<file path="config.mk">
export PLATFORM = sky130hd
export DESIGN_NAME = spc700_bus_ctrl
export DESIGN_NICKNAME = d
export VERILOG_FILES = /design/src/rtl/spc700_bus_ctrl.sv
export SDC_FILE = /design/constraint.sdc
export NUM_CORES = 1
export LEC_CHECK = 0
export BUFFER_PORTS_ARGS = -buffer_cell sky130_fd_sc_hd__buf_2
export CAP_MARGIN = 40
export CORE_ASPECT_RATIO = 0.8
export CORE_UTILIZATION = 53
export DETAILED_ROUTE_END_ITERATION = 12
export PLACE_DENSITY = 0.92
export SYNTH_ARGS = -nofsm -noshare
export SYNTH_HDL_FRONTEND = slang
export SYNTH_SLANG_ARGS = --single-unit
</file>
<file path="constraint.sdc">
create_clock -name CLK -period 4.81 [get_ports CLK]
set_input_delay 0.2405 -clock CLK [delete_from_list [all_inputs] [get_ports CLK]]
set_output_delay 0.2405 -clock CLK [all_outputs]
set_load 0.01 [all_outputs]
</file>
<file path="src/rtl/spc700_bus_ctrl.sv">
// SPC700 bus sequencer: selects the slot address, routes it to ARAM, the IPL ROM
// overlay or the $F0-$FF I/O page, runs the ARAM handshake and issues the EN pulse.
module spc700_bus_ctrl #(
  parameter logic [7:0]  IO_PAGE      = 8'hF0,
  parameter int unsigned WAIT_TIMEOUT = 255
) (
  input  logic        CLK,
  input  logic        RST,
  input  logic        CE,
  input  logic [1:0]  ADDR_SEL,
  input  logic [15:0] PC,
  input  logic [15:0] AX,
  input  logic [7:0]  S,
  input  logic        WE,
  input  logic [7:0]  DO,
  input  logic        IPL_EN,
  output logic        EN,
  output logic [7:0]  D_IN,
  output logic [15:0] A,
  output logic        RAM_REQ,
  output logic        RAM_WE,
  output logic [15:0] RAM_ADDR,
  output logic [7:0]  RAM_DOUT,
  input  logic        RAM_ACK,
  input  logic [7:0]  RAM_DIN,
  output logic [5:0]  IPL_ADDR,
  input  logic [7:0]  IPL_DATA,
  output logic [3:0]  IO_ADDR,
  output logic        IO_RD,
  output logic        IO_WR,
  output logic [7:0]  IO_DOUT,
  input  logic [7:0]  IO_DIN,
  output logic        TIMEOUT,
  output logic        LATE
);

  // The wait counter runs 0..WAIT_TIMEOUT-1 while a request is outstanding.
  localparam int unsigned CW = (WAIT_TIMEOUT > 1) ? $clog2(WAIT_TIMEOUT) : 1;
  localparam logic [CW-1:0] WAIT_LAST = CW'(WAIT_TIMEOUT - 1);

  typedef enum logic [2:0] {
    ST_IDLE,
    ST_IPL,
    ST_IO,
    ST_RAM,
    ST_DONE
  } state_t;

  state_t        r_state, w_state_nxt;
  logic [15:0]   r_a, w_a_nxt;
  logic          r_we, w_we_nxt;
  logic [7:0]    r_do, w_do_nxt;
  logic [7:0]    r_d_in, w_d_in_nxt;
  logic          r_ram_req, w_ram_req_nxt;
  logic          r_ram_we, w_ram_we_nxt;
  logic [15:0]   r_ram_addr, w_ram_addr_nxt;
  logic [7:0]    r_ram_dout, w_ram_dout_nxt;
  logic [CW-1:0] r_wait, w_wait_nxt;
  logic          r_timeout, w_timeout_nxt;
  logic          r_late, w_late_nxt;

  logic [15:0]   w_slot_addr;
  logic          w_is_io;
  logic          w_is_ipl;

  always_comb begin
    w_slot_addr = r_a;
    case (ADDR_SEL)
      2'b00:   w_slot_addr = PC;
      2'b01:   w_slot_addr = AX;
      2'b10:   w_slot_addr = {8'h01, S};
      default: w_slot_addr = r_a;
    endcase
    w_is_io  = (w_slot_addr[15:4] == {8'h00, IO_PAGE[7:4]});
    // Writes into the ROM window always fall through to ARAM.
    w_is_ipl = !WE && IPL_EN && (w_slot_addr >= 16'hFFC0);
  end

  // ARAM handshake: RAM_REQ is a level held together with RAM_WE/RAM_ADDR/RAM_DOUT
  // unchanged until the first edge on which RAM_ACK is high; that edge completes
  // the transfer and RAM_ACK is ignored whenever RAM_REQ is low.
  always_comb begin
    w_state_nxt    = r_state;
    w_a_nxt        = r_a;
    w_we_nxt       = r_we;
    w_do_nxt       = r_do;
    w_d_in_nxt     = r_d_in;
    w_ram_req_nxt  = r_ram_req;
    w_ram_we_nxt   = r_ram_we;
    w_ram_addr_nxt = r_ram_addr;
    w_ram_dout_nxt = r_ram_dout;
    w_wait_nxt     = r_wait;
    w_timeout_nxt  = r_timeout;
    w_late_nxt     = r_late | (CE && (r_state != ST_IDLE));

    case (r_state)
      ST_IDLE: begin
        if (CE) begin
          w_a_nxt  = w_slot_addr;
          w_we_nxt = WE;
          w_do_nxt = DO;
          if (w_is_io) begin
            w_state_nxt = ST_IO;
          end else if (w_is_ipl) begin
            w_state_nxt = ST_IPL;
          end else begin
            w_state_nxt    = ST_RAM;
            w_ram_req_nxt  = 1'b1;
            w_ram_we_nxt   = WE;
            w_ram_addr_nxt = w_slot_addr;
            w_ram_dout_nxt = DO;
            w_wait_nxt     = '0;
          end
        end
      end
      ST_IPL: begin
        w_d_in_nxt  = IPL_DATA;
        w_state_nxt = ST_DONE;
      end
      ST_IO: begin
        if (r_we) begin
          // Register writes are mirrored into ARAM at the same address.
          w_state_nxt    = ST_RAM;
          w_ram_req_nxt  = 1'b1;
          w_ram_we_nxt   = 1'b1;
          w_ram_addr_nxt = r_a;
          w_ram_dout_nxt = r_do;
          w_wait_nxt     = '0;
        end else begin
          w_d_in_nxt  = IO_DIN;
          w_state_nxt = ST_DONE;
        end
      end
      ST_RAM: begin
        if (r_ram_req && RAM_ACK) begin
          w_ram_req_nxt = 1'b0;
          w_ram_we_nxt  = 1'b0;
          if (!r_we) w_d_in_nxt = RAM_DIN;
          w_state_nxt = ST_DONE;
        end else if (r_wait == WAIT_LAST) begin
          w_ram_req_nxt = 1'b0;
          w_ram_we_nxt  = 1'b0;
          if (!r_we) w_d_in_nxt = 8'hFF;
          w_timeout_nxt = 1'b1;
          w_state_nxt   = ST_DONE;
        end else begin
          w_wait_nxt = r_wait + CW'(1);
        end
      end
      ST_DONE: begin
        w_state_nxt = ST_IDLE;
      end
      default: begin
        w_state_nxt = ST_IDLE;
      end
    endcase
  end

  always_ff @(posedge CLK) begin
    if (RST) begin
      r_state    <= ST_IDLE;
      r_a        <= '0;
      r_we       <= 1'b0;
      r_do       <= '0;
      r_d_in     <= 8'hFF;
      r_ram_req  <= 1'b0;
      r_ram_we   <= 1'b0;
      r_ram_addr <= '0;
      r_ram_dout <= '0;
      r_wait     <= '0;
      r_timeout  <= 1'b0;
      r_late     <= 1'b0;
    end else begin
      r_state    <= w_state_nxt;
      r_a        <= w_a_nxt;
      r_we       <= w_we_nxt;
      r_do       <= w_do_nxt;
      r_d_in     <= w_d_in_nxt;
      r_ram_req  <= w_ram_req_nxt;
      r_ram_we   <= w_ram_we_nxt;
      r_ram_addr <= w_ram_addr_nxt;
      r_ram_dout <= w_ram_dout_nxt;
      r_wait     <= w_wait_nxt;
      r_timeout  <= w_timeout_nxt;
      r_late     <= w_late_nxt;
    end
  end

  assign EN       = (r_state == ST_DONE);
  assign D_IN     = r_d_in;
  assign A        = r_a;
  assign RAM_REQ  = r_ram_req;
  assign RAM_WE   = r_ram_we;
  assign RAM_ADDR = r_ram_addr;
  assign RAM_DOUT = r_ram_dout;
  assign IPL_ADDR = r_a[5:0];
  assign IO_ADDR  = r_a[3:0];
  assign IO_RD    = (r_state == ST_IO) && !r_we;
  assign IO_WR    = (r_state == ST_IO) && r_we;
  assign IO_DOUT  = r_do;
  assign TIMEOUT  = r_timeout;
  assign LATE     = r_late;

endmodule

</file>
After elaboration in Yosys (flattened, before gate mapping)
Index checks and enable logic that the tools add are counted.
{"block": "op_classes", "add_sub_neg": 1, "magnitude_cmp": 1, "eq_ne": 18, "mux": 42, "n_bitwise": 2, "n_reduce_logical": 21}
{"op": "two-way mux 8 bit", "n": 15}
{"op": "two-way mux 16 bit", "n": 4}
{"op": "one-hot mux 16 bit (3 select lines)", "n": 1}
{"op": "one-hot mux 8 bit (3 select lines)", "n": 2}
{"op": "one-hot mux 16 bit (2 select lines)", "n": 1}
{"op": ">= comparator 16 bit (second input constant)", "n": 1}
{"op": "one-hot mux 8 bit (2 select lines)", "n": 1}
{"op": "inequality test 2 bit (second input constant)", "n": 7}
{"op": "equality test 12 x 4 -> 1 bit (second input constant)", "n": 1}
{"op": "two-way mux 3 bit", "n": 4}
{"op": "one-hot mux 3 bit (4 select lines)", "n": 1}
{"op": "AND reduction 5 bit", "n": 2}
{"op": "two-way mux 1 bit", "n": 9}
{"op": "inequality test 3 bit (second input constant)", "n": 3}
{"op": "nonzero test 3 bit", "n": 3}
{"op": "adder 8 x 1 -> 8 bit (second input constant)", "n": 1}
{"op": "equality test 8 bit (second input constant)", "n": 1}
{"op": "AND reduction 7 bit", "n": 1}
{"op": "equality test 3 x 2 -> 1 bit (second input constant)", "n": 2}
{"op": "logical AND 1 bit", "n": 6}
{"op": "one-hot mux 1 bit (3 select lines)", "n": 2}
{"op": "AND reduction 6 bit", "n": 1}
{"op": "two-way mux 2 bit", "n": 2}
{"op": "AND reduction 2 bit", "n": 2}
{"op": "11 further kinds", "n": 12}
{"block": "word_totals", "ff_bits": 72, "output_inout_bits": 73, "word_cells": 97}

Logic depth before layout (Yosys ltp)
Gate-level depths: netlist of the first run.
{"block": "depth", "word_depth": 8, "depth_mapped": 11}

Worst setup path after synthesis of the first run
OpenSTA, ideal clock, no wires.
{"block": "synth_timing", "path_type": "input-to-reg", "from": "input ADDR_SEL[1]", "to": "register r_ram_addr[14], in the netlist RAM_ADDR[14]", "arrival_time_ns": 2.387, "required_ns": 4.689, "setup_slack_ns": 2.302, "stages": 10, "path_buffers": 4, "path_cell_list": "buf_2 -> and2_1 -> buf_2 -> a2bb2oi_1 -> or4b_4 -> o41a_1 -> buf_6 -> and3_4 -> buf_6 -> mux2_4"}
{"block": "synth_between", "elab_chain_cells": 6}
{"item": "start: declaration", "line_no": "10", "source": "input logic [1:0] ADDR_SEL,"}
{"item": "equality test 2 bit (tied with other cells)", "line_no": "68", "source": "case (ADDR_SEL)"}
{"item": "one-hot mux 16 bit (3 select lines) (*)", "line_no": "68"}
{"item": ">= comparator 16 bit / two-way mux 16 bit (equally long branches)", "line_no": "76, 104"}
{"item": "logical AND 1 bit / two-way mux 16 bit (equally long branches)", "line_no": "76, 102"}
{"item": "inequality test 2 bit (no source line) / two-way mux 16 bit (equally long branches)"}
{"item": "AND reduction 5 bit (no source line) / one-hot mux 16 bit (2 select lines) (equally long branches)"}
{"item": "end signal: assignment", "line_no": "181", "source": "r_ram_addr <= w_ram_addr_nxt;"}
{"item": "end: declaration", "line_no": "56", "source": "logic [15:0] r_ram_addr, w_ram_addr_nxt;"}
Mark *: on every way between the ends. The rest lies on a longest branch, timed or not. The select of a mux whose other input is x is not followed.
A chain may end at the register's enable or synchronous reset.

Final worst setup path of the first run
{"block": "layout_timing", "from": "register r_state[0]", "to": "register r_ram_addr[13], in the netlist RAM_ADDR[13]"}
{"block": "layout_between", "elab_chain_cells": 3}
{"item": "start: declaration", "line_no": "49", "source": "state_t r_state, w_state_nxt;"}
{"item": "start signal: assignment", "line_no": "174", "source": "r_state <= w_state_nxt;"}
{"item": "equality test 3 x 2 -> 1 bit / zero test 3 bit (equally long branches)", "line_no": "96", "source": "case (r_state)"}
{"item": "inequality test 2 bit (no source line) / nonzero test 2 bit (equally long branches)"}
{"item": "AND reduction 5 bit (no source line)"}
Parallel ways exist; a longest one is shown, timed or not.

==> key figures, run 1 <==
Timing
  • Minimum clock period: 3.12 ns
  • Clock skew: 0.00579 ns
  • Final period util: 0.649
  • Max Freq: 0.321 GHz
  • Setup ws final: 1.69 ns
  • Fin. max-slew vios: 0
  • Rel. slew slack: 0.421
  • Final Hold Fails: 0
  • Worst-margin pin slew: 0.868 ns
  • Setup_tns: 0 ns
  • RSZ-0062 raised after global routing: no
  • Setup violators final: 0

Floorplan
  • CORE AREA: 7030 um^2
  • Starting Density: 0.559
  • IO Pins: 153
  • Die height: 79.0 um
  • # rows: 27
  • Die X: 98.2 um
  • DIE AREA: 7760 um^2

Layout
  • Layout cells sized above 1: 0.358
  • Most frequent cells in the layout: 152 x buf_2, 72 x dfxtp_1, 59 x nor2_1
  • Commonest non-fill, non-tap cell in the layout: buf_2
  • Area overhead of the layout relative to synthesis: 21.2%
  • Nets: 651
  • # diodes: 0
  • Post-route cell area: 4760 um^2

Global routing
  • Number of antenna violations at the first check in global routing: 0
  • Total GRT Usage: 0.275
  • Global-route wire length before repair: 16.9 mm
  • Vias in the first global route: 3570
  • Pin count of the biggest net entering global routing: 46
  • Global route overflow: 0

Route
  • 1st-pass router iterations: 7
  • Post-route DRC: 0
  • Drt wl/cell: 16.1 um
  • DR vias/cell: 5.88
  • Via count: 3879
  • Routed Wire Length: 10.6 mm
  • Routed Antenna Nets: 0
  • Initial DRC Count: 281

Clock tree
  • CTS Root Cell: clkbuf_8
  • Clock slew at reported path FFs: 0.07 ns
  • Postcts setup bufs: 0
  • H-tree Lvls: 3
  • CTS Sinks: 72
  • CTS max path bufs: 2
  • Worst-Skew Late Latency: 0.35 ns
  • TritonCTS buffer count: 9
  • CTS tree: done
  • PostCTS Resize Cnt: 0
  • Hold-fix buffers, CTS: 0

Worst setup path
  • Arrival @ worst endpoint: 3.35 ns
  • CP startpoint kind: flip-flop
  • Critical path fanouts, max: 26
  • WP data required: 5.04 ns
  • CP Capture Type: flip-flop
  • Kind of critical path: reg -> reg

Pwr
  • Combinational share of power: 0.479
  • Leak: 2.09 nW
  • Switching power: 1.16 mW
  • Sw frac: 0.423
  • Sequential power share: 0.351
  • Cell area power density: 577 nW/um^2
  • Max rail drop VDD: 0.326 mV
  • P_int: 1.59 mW
  • Clock power share: 0.170

Synth
  • Synth cell types: 46
  • Post-synthesis register bit count: 72
  • Top cell type's share of synthesized area: 0.367
  • Top post-synthesis cells by area: dfxtp_1 37%, mux2i_1 7.9%, a211oi_1 5.7%
  • Ys async rst share: 0
  • Syn nets: 533
  • EDFF count, synth: 0
  • Synth Flop Type: dfxtp_1
  • Fraction of the yosys area taken by sequential cells: 0.367
  • Syn Area/Cell: 8.71 um^2
  • Yosys warning count: 0
  • Area leader, netlist: dfxtp_1
  • Netlist Area Pre-Place: 3930 um^2
  • Synthesized instance count: 451

Placed design
  • Post-DP HPWL: 7.70 mm
  • IO buf count: 152
  • Placed cell areas: 4570 um^2
  • Pre-CTS setup slack: 1.58 ns
  • Placer congestion estimate: 0.869

Run
  • Max_cap viols: 0

Outcome
  • Status: completed

Min path
  • HP Class: in -> reg
layer usage:
layer	part of all wire	global-route usage	vias to the layer above	wire (um)
met5	0	0	-	0
met3	0.084	0.0792	23	893
met4	0.021	0.107	0	222
met2	0.47	0.440	181	4930
met1	0.43	0.353	1806	4560
li1	-	-	1869	-
power by group through the flow:
stage                     logic [mW]  registers [mW]  clock network, mW
after CTS                       1.30           0.959              0.469
final                           1.31           0.965              0.467
after global routing            1.43           0.988              0.502
after floorplan                0.896           0.995                  0
after global placement          1.24           0.961                  0
after detailed placement        1.30           0.970                  0
through the flow:
stage,total power [mW],hold slack [ns],utilization,instances
3_3_place_gp,2.20,0.448,0.650,644
4_1_cts,2.73,0.126,0.677,660
2_1_floorplan,1.89,0.376,-,451
5_1_grt,2.92,0.142,0.677,660
6_report,2.74,0.136,0.677,660
3_5_place_dp,2.27,0.461,0.651,645
final timing paths:
path,start,end,slack (ns),cells past startpoint
hold / removal,DO[6],IO_DOUT[6]$_SDFFE_PP0P_,0.14,3
setup / recovery,r_state[0]$_SDFFE_PP0P_,RAM_ADDR[13]$_SDFFE_PP0P_,1.69,5
setup reg to reg,r_state[0]$_SDFFE_PP0P_,RAM_ADDR[13]$_SDFFE_PP0P_,1.69,5
hold reg to reg,IO_DOUT[5]$_SDFFE_PP0P_,IO_DOUT[5]$_SDFFE_PP0P_,0.48,2
layout make-up:
type                       instances  area (um^2)
clock buffer                      11          141
clock inverter                     4         45.0
fill                             579         2270
inverter                           8         30.0
multi-input combinational        322         2200
sequential                        72         1440
tap                               87          109
timing repair buffer             156          791
cell usage after synthesis, types with 2 or more instances:
cell type and number:
nand3_1 6, o31ai_1 2, o32ai_1 6, nor3_1 11
a211oi_1 30, dfxtp_1 72, nor2b_1 12, buf_6 5
a31oi_1 18, o21a_1 3, and2_1 4, mux4_2 8
nand4_1 3, a2bb2oi_1 7, ha_1 2, mux2_2 9
buf_4 10, nand2_1 39, a211oi_2 10, mux2i_1 31
buf_1 5, o21ai_0 2, or4_1 2, nor4_1 3
buf_2 3, inv_1 8, clkbuf_1 26, nor2_1 59
or3_1 6, a21oi_1 33
flip-flops by register name (all words and copies together), names as in the netlist:
| register | flops |
|---|---|
| D_IN | 8 |
| A | 16 |
| RAM_REQ | 1 |
| IO_DOUT | 8 |
| r_we | 1 |
| LATE | 1 |
| r_state | 3 |
| RAM_WE | 1 |
| RAM_DOUT | 8 |
| r_wait | 8 |
| RAM_ADDR | 16 |
| TIMEOUT | 1 |
cell families (layout without fill, tap and decap cells):
group | count (synthesis) | count (layout) | share of synthesized area
adders and majority gates | 2 | 2 | 0.00637
and+or+nand+nor | 153 | 153 | 0.182
buffers and inverters | 57 | 179 | 0.0746
DFF | 72 | 72 | 0.367
muxes | 49 | 49 | 0.155
AOI/OAI and AO/OA | 118 | 118 | 0.216
critical path: stages (launching register included):
cell	delay, ns
dfxtp_1	0.58
nor3_1	0.62
nand4_1	0.20
or4_1	0.85
nand3_1	0.38
mux2_2	0.38
(Power assumes the default switching activity.)
==> run 2: changes to the inputs <==
--- a/config.mk
+++ b/config.mk
@@ -5,12 +5,13 @@
 export SDC_FILE = /design/constraint.sdc
 export NUM_CORES = 1
 export LEC_CHECK = 0
+export ABC_AREA = 1
 export BUFFER_PORTS_ARGS = -buffer_cell sky130_fd_sc_hd__buf_2
 export CAP_MARGIN = 40
 export CORE_ASPECT_RATIO = 0.8
-export CORE_UTILIZATION = 53
+export CORE_UTILIZATION = 49
 export DETAILED_ROUTE_END_ITERATION = 12
-export PLACE_DENSITY = 0.92
+export PLACE_DENSITY = 0.86
 export SYNTH_ARGS = -nofsm -noshare
 export SYNTH_HDL_FRONTEND = slang
 export SYNTH_SLANG_ARGS = --single-unit
==> constraint.sdc (replaced) <==
create_clock -name CLK -period 3.3 [get_ports CLK]
set_input_delay 0.165 -clock CLK [delete_from_list [all_inputs] [get_ports CLK]]
set_output_delay 0.165 -clock CLK [all_outputs]
set_load 0.01 [all_outputs]
==> run 2 against run 1 <==
- final cell count up 34%
- sequential share of layout area shrank 0.75 points
- clock skew rose by 0.0059 ns
- global-route usage down 1.9 points
- clock power grew 37%
- cell area rose by 2.6%
- utilization down 6.0 points
- total power rose by 63%
==> key figures, run 2 <==
Pwr
  • Leak: 2.56 nW (+23%)
  • Max rail drop VDD: 0.497 mV (+53%)
  • Cell area power density: 919 nW/um^2 (+59%)

Synth
  • Netlist Area Pre-Place: 4000 um^2 (+1.9%)
  • Count leader, synth: nand2_1
  • Synth cell types: 24 (-48%)
  • Synth Flop Type: dfxtp_1
  • Yosys warning count: 0 (unchanged)
  • Area leader, netlist: dfxtp_1
  • Syn nets: 729 (+37%)
  • EDFF count, synth: 0 (unchanged)
  • Ys async rst share: 0 (unchanged)
  • Fraction of the yosys area taken by sequential cells: 0.360 (-0.00689)
  • Top cells by count, synth: 176 x nand2_1, 102 x nor2_1, 72 x dfxtp_1, 68 x inv_1, 59 x nand3_1
  • Post-synthesis register bit count: 72 (unchanged)
  • Top cell type's share of synthesized area: 0.360 (-0.00689)
  • Top post-synthesis cells by area: dfxtp_1 36%, nand2_1 17%, nor2_1 9.6%
  • Synthesized instance count: 647 (+43%)
  • Syn Area/Cell: 6.18 um^2 (-29%)

Run
  • Max_cap viols: 0 (unchanged)

Floorplan
  • # rows: 29 (+7.4%)
  • IO Pins: 153 (unchanged)
  • DIE AREA: 8530 um^2 (+10%)
  • CORE AREA: 7910 um^2 (+13%)
  • Starting Density: 0.506 (-0.0529)
  • Die X: 103 um (+4.9%)
  • Die height: 82.8 um (+4.9%)

Worst setup path
  • Flop-to-flop setup slack: 0.96 ns (-0.73 ns)
  • Crit path max-delay family: simple AND/OR/NAND/NOR gates
  • Worst path buffer plus inverter count: 4 (+4)
  • Worst r2r dst: RAM_ADDR[14]$_SDFFE_PP0P_
  • Critical path's slowest cell: nand2_2
  • WP data required: 3.53 ns (-1.51 ns)
  • Kind of critical path: reg -> reg
  • CP Launch Point: r_state[2]$_SDFFE_PP0P_
  • Crit-path max cell delay: 0.62 ns (-0.23 ns)
  • FF-to-FF Start: r_state[2]$_SDFFE_PP0P_
  • Arrival @ worst endpoint: 2.57 ns (-0.78 ns)
  • CP Capture Type: flip-flop
  • Critical path fanouts, max: 48 (+85%)
  • CP startpoint kind: flip-flop
  • Most Frequent Cell on Critical Path: nor2_1
  • CP cell instances: nor2_1 -> inv_1 -> nor2_2 -> inv_1 -> buf_4 -> nor2_1 -> inv_1 -> nand2_1 -> nor2_1 -> nand2_2 -> nand2_1 -> nand2_1 -> nor2_1
  • Worst r2r path cells: 13 (+8)

Clock tree
  • CTS tree: done
  • H-tree Lvls: 3 (unchanged)
  • TritonCTS buffer count: 9 (unchanged)
  • CTS Root Cell: clkbuf_8
  • Clock slew at reported path FFs: 0.08 ns (about the same)
  • Hold-fix buffers, CTS: 0 (unchanged)
  • CTS max path bufs: 2 (unchanged)
  • PostCTS Resize Cnt: 0 (unchanged)
  • CTS Sinks: 72 (unchanged)
  • Worst-Skew Late Latency: 0.35 ns (about the same)
  • Postcts setup bufs: 0 (unchanged)

Placed design
  • Post-DP HPWL: 7.84 mm (+1.8%)
  • Pre-CTS setup slack: 0.695 ns (-0.886 ns)
  • IO buf count: 152 (unchanged)
  • Placer congestion estimate: 0.832 (-4.2%)

Timing
  • RSZ-0062 raised after global routing: no
  • Worst-margin pin slew: 0.822 ns (-0.0458 ns)
  • Max Freq: 0.428 GHz (+33%)
  • Final Hold Fails: 0 (unchanged)
  • Clock skew: 0.0117 ns (+0.00590 ns)
  • Rel. slew slack: 0.450 (+0.0286)
  • Setup violators final: 0 (unchanged)
  • Setup_tns: 0 ns (unchanged)
  • Minimum clock period: 2.34 ns (-0.781 ns)
  • Setup ws final: 0.961 ns (-0.729 ns)
  • Fin. max-slew vios: 0 (unchanged)
  • Final period util: 0.709 (+0.0601)

Global routing
  • Global-route wire length before repair: 17.5 mm (+3.6%)
  • Global route overflow: 0 (unchanged)
  • Vias in the first global route: 4071 (+14%)
  • Pin count of the biggest net entering global routing: 49 (+6.5%)
  • Total GRT Usage: 0.256 (-0.0192)
  • Number of antenna violations at the first check in global routing: 0 (unchanged)

Outcome
  • Status: completed

Layout
  • Area overhead of the layout relative to synthesis: 22.0%
  • Area occupied by registers: 1440 um^2 (unchanged)
  • Fillers: 759 (+31%)
  • Commonest non-fill, non-tap cell in the layout: nand2_1
  • Multi-input logic area: 2050 um^2 (-6.8%)
  • Nets: 857 (+32%)
  • Layout cells sized above 1: 0.237 (-0.120)
  • Most frequent cells in the layout: 176 x nand2_1, 152 x buf_2, 101 x nor2_1
  • # diodes: 0 (unchanged)

Min path
  • Min-delay src: CE
  • Hold Path Sink: LATE$_SDFF_PP0_
  • WHS Path Cells: 3 (unchanged)
  • HP Class: in -> reg

Route
  • 1st-pass router iterations: 5 (-2)
  • Routed Antenna Nets: 0 (unchanged)
  • Initial DRC Count: 278 (-1.1%)
  • Post-route DRC: 0 (unchanged)
  • Via count: 4474 (+15%)
  • DR vias/cell: 5.04 (-14%)
  • Drt wl/cell: 11.8 um (-27%)
  • Routed Wire Length: 10.5 mm (-1.3%)
==> run 2: cell families after synthesis <==
family,share of synthesized area
compound gates,0.122
fa+ha+maj,0.00625
buf+inv,0.128
flops,0.360
simple gates,0.384
==> run 2: area by class of cell <==
cell class	instances	share of cell area
Sequential cell	72	0.295
Inverter	73	0.0561
Clock buffer	11	0.0310
Timing Repair Buffer	157	0.164
Tap cell	108	0.0277
Clock inverter	4	0.00590
Multi-Input combinational cell	462	0.420
==> run 2: worst max path at each step <==
stage	to	cells after the start	slack (ns)
6_report	RAM_ADDR[14]$_SDFFE_PP0P_	13	0.96
5_1_grt	RAM_ADDR[12]$_SDFFE_PP0P_	13	0.70
4_1_cts	RAM_ADDR[12]$_SDFFE_PP0P_	13	0.96
3_5_place_dp	RAM_ADDR[12]$_SDFFE_PP0P_	14	0.70
3_3_place_gp	RAM_ADDR[0]$_SDFFE_PP0P_	14	0.92
2_1_floorplan	D_IN[0]$_SDFFE_PP1P_	12	1.51
==> run 2: report_power, final <==
group	leakage (nW)	internal, mW	switching [mW]	total (mW)
logic	1.88	0.834	1.61	2.45
registers	0.595	1.18	0.213	1.39
clock network	0.0878	0.311	0.330	0.641
total	2.56	2.33	2.16	4.48
==> run 2: layer usage <==
layer / wire length [um] / track usage / vias up
met5: 0 / 0 / -
met2: 5010 / 0.430 / 137
li1: - / - / 2303
met4: 175 / 0.0781 / 0
met1: 4620 / 0.311 / 2016
met3: 649 / 0.0766 / 18
==> run 2: worst min-delay path: cells and delay by family <==
kind            cells  cell delay, ns
compound gates      1            0.06
buf+inv             1            0.09
simple gates        1            0.07
==> run 2: stage by stage <==
stage          hold WS, ns  instance area (um^2)   util  power, mW  std cells
2_1_floorplan        0.243                  4000      -       3.25        647
3_3_place_gp         0.429                  4700  0.594       3.72        872
3_5_place_dp         0.433                  4700  0.594       3.84        872
4_1_cts             0.0571                  4880  0.617       4.49        887
5_1_grt             0.0922                  4880  0.617       4.94        887
6_report            0.0677                  4880  0.617       4.48        887
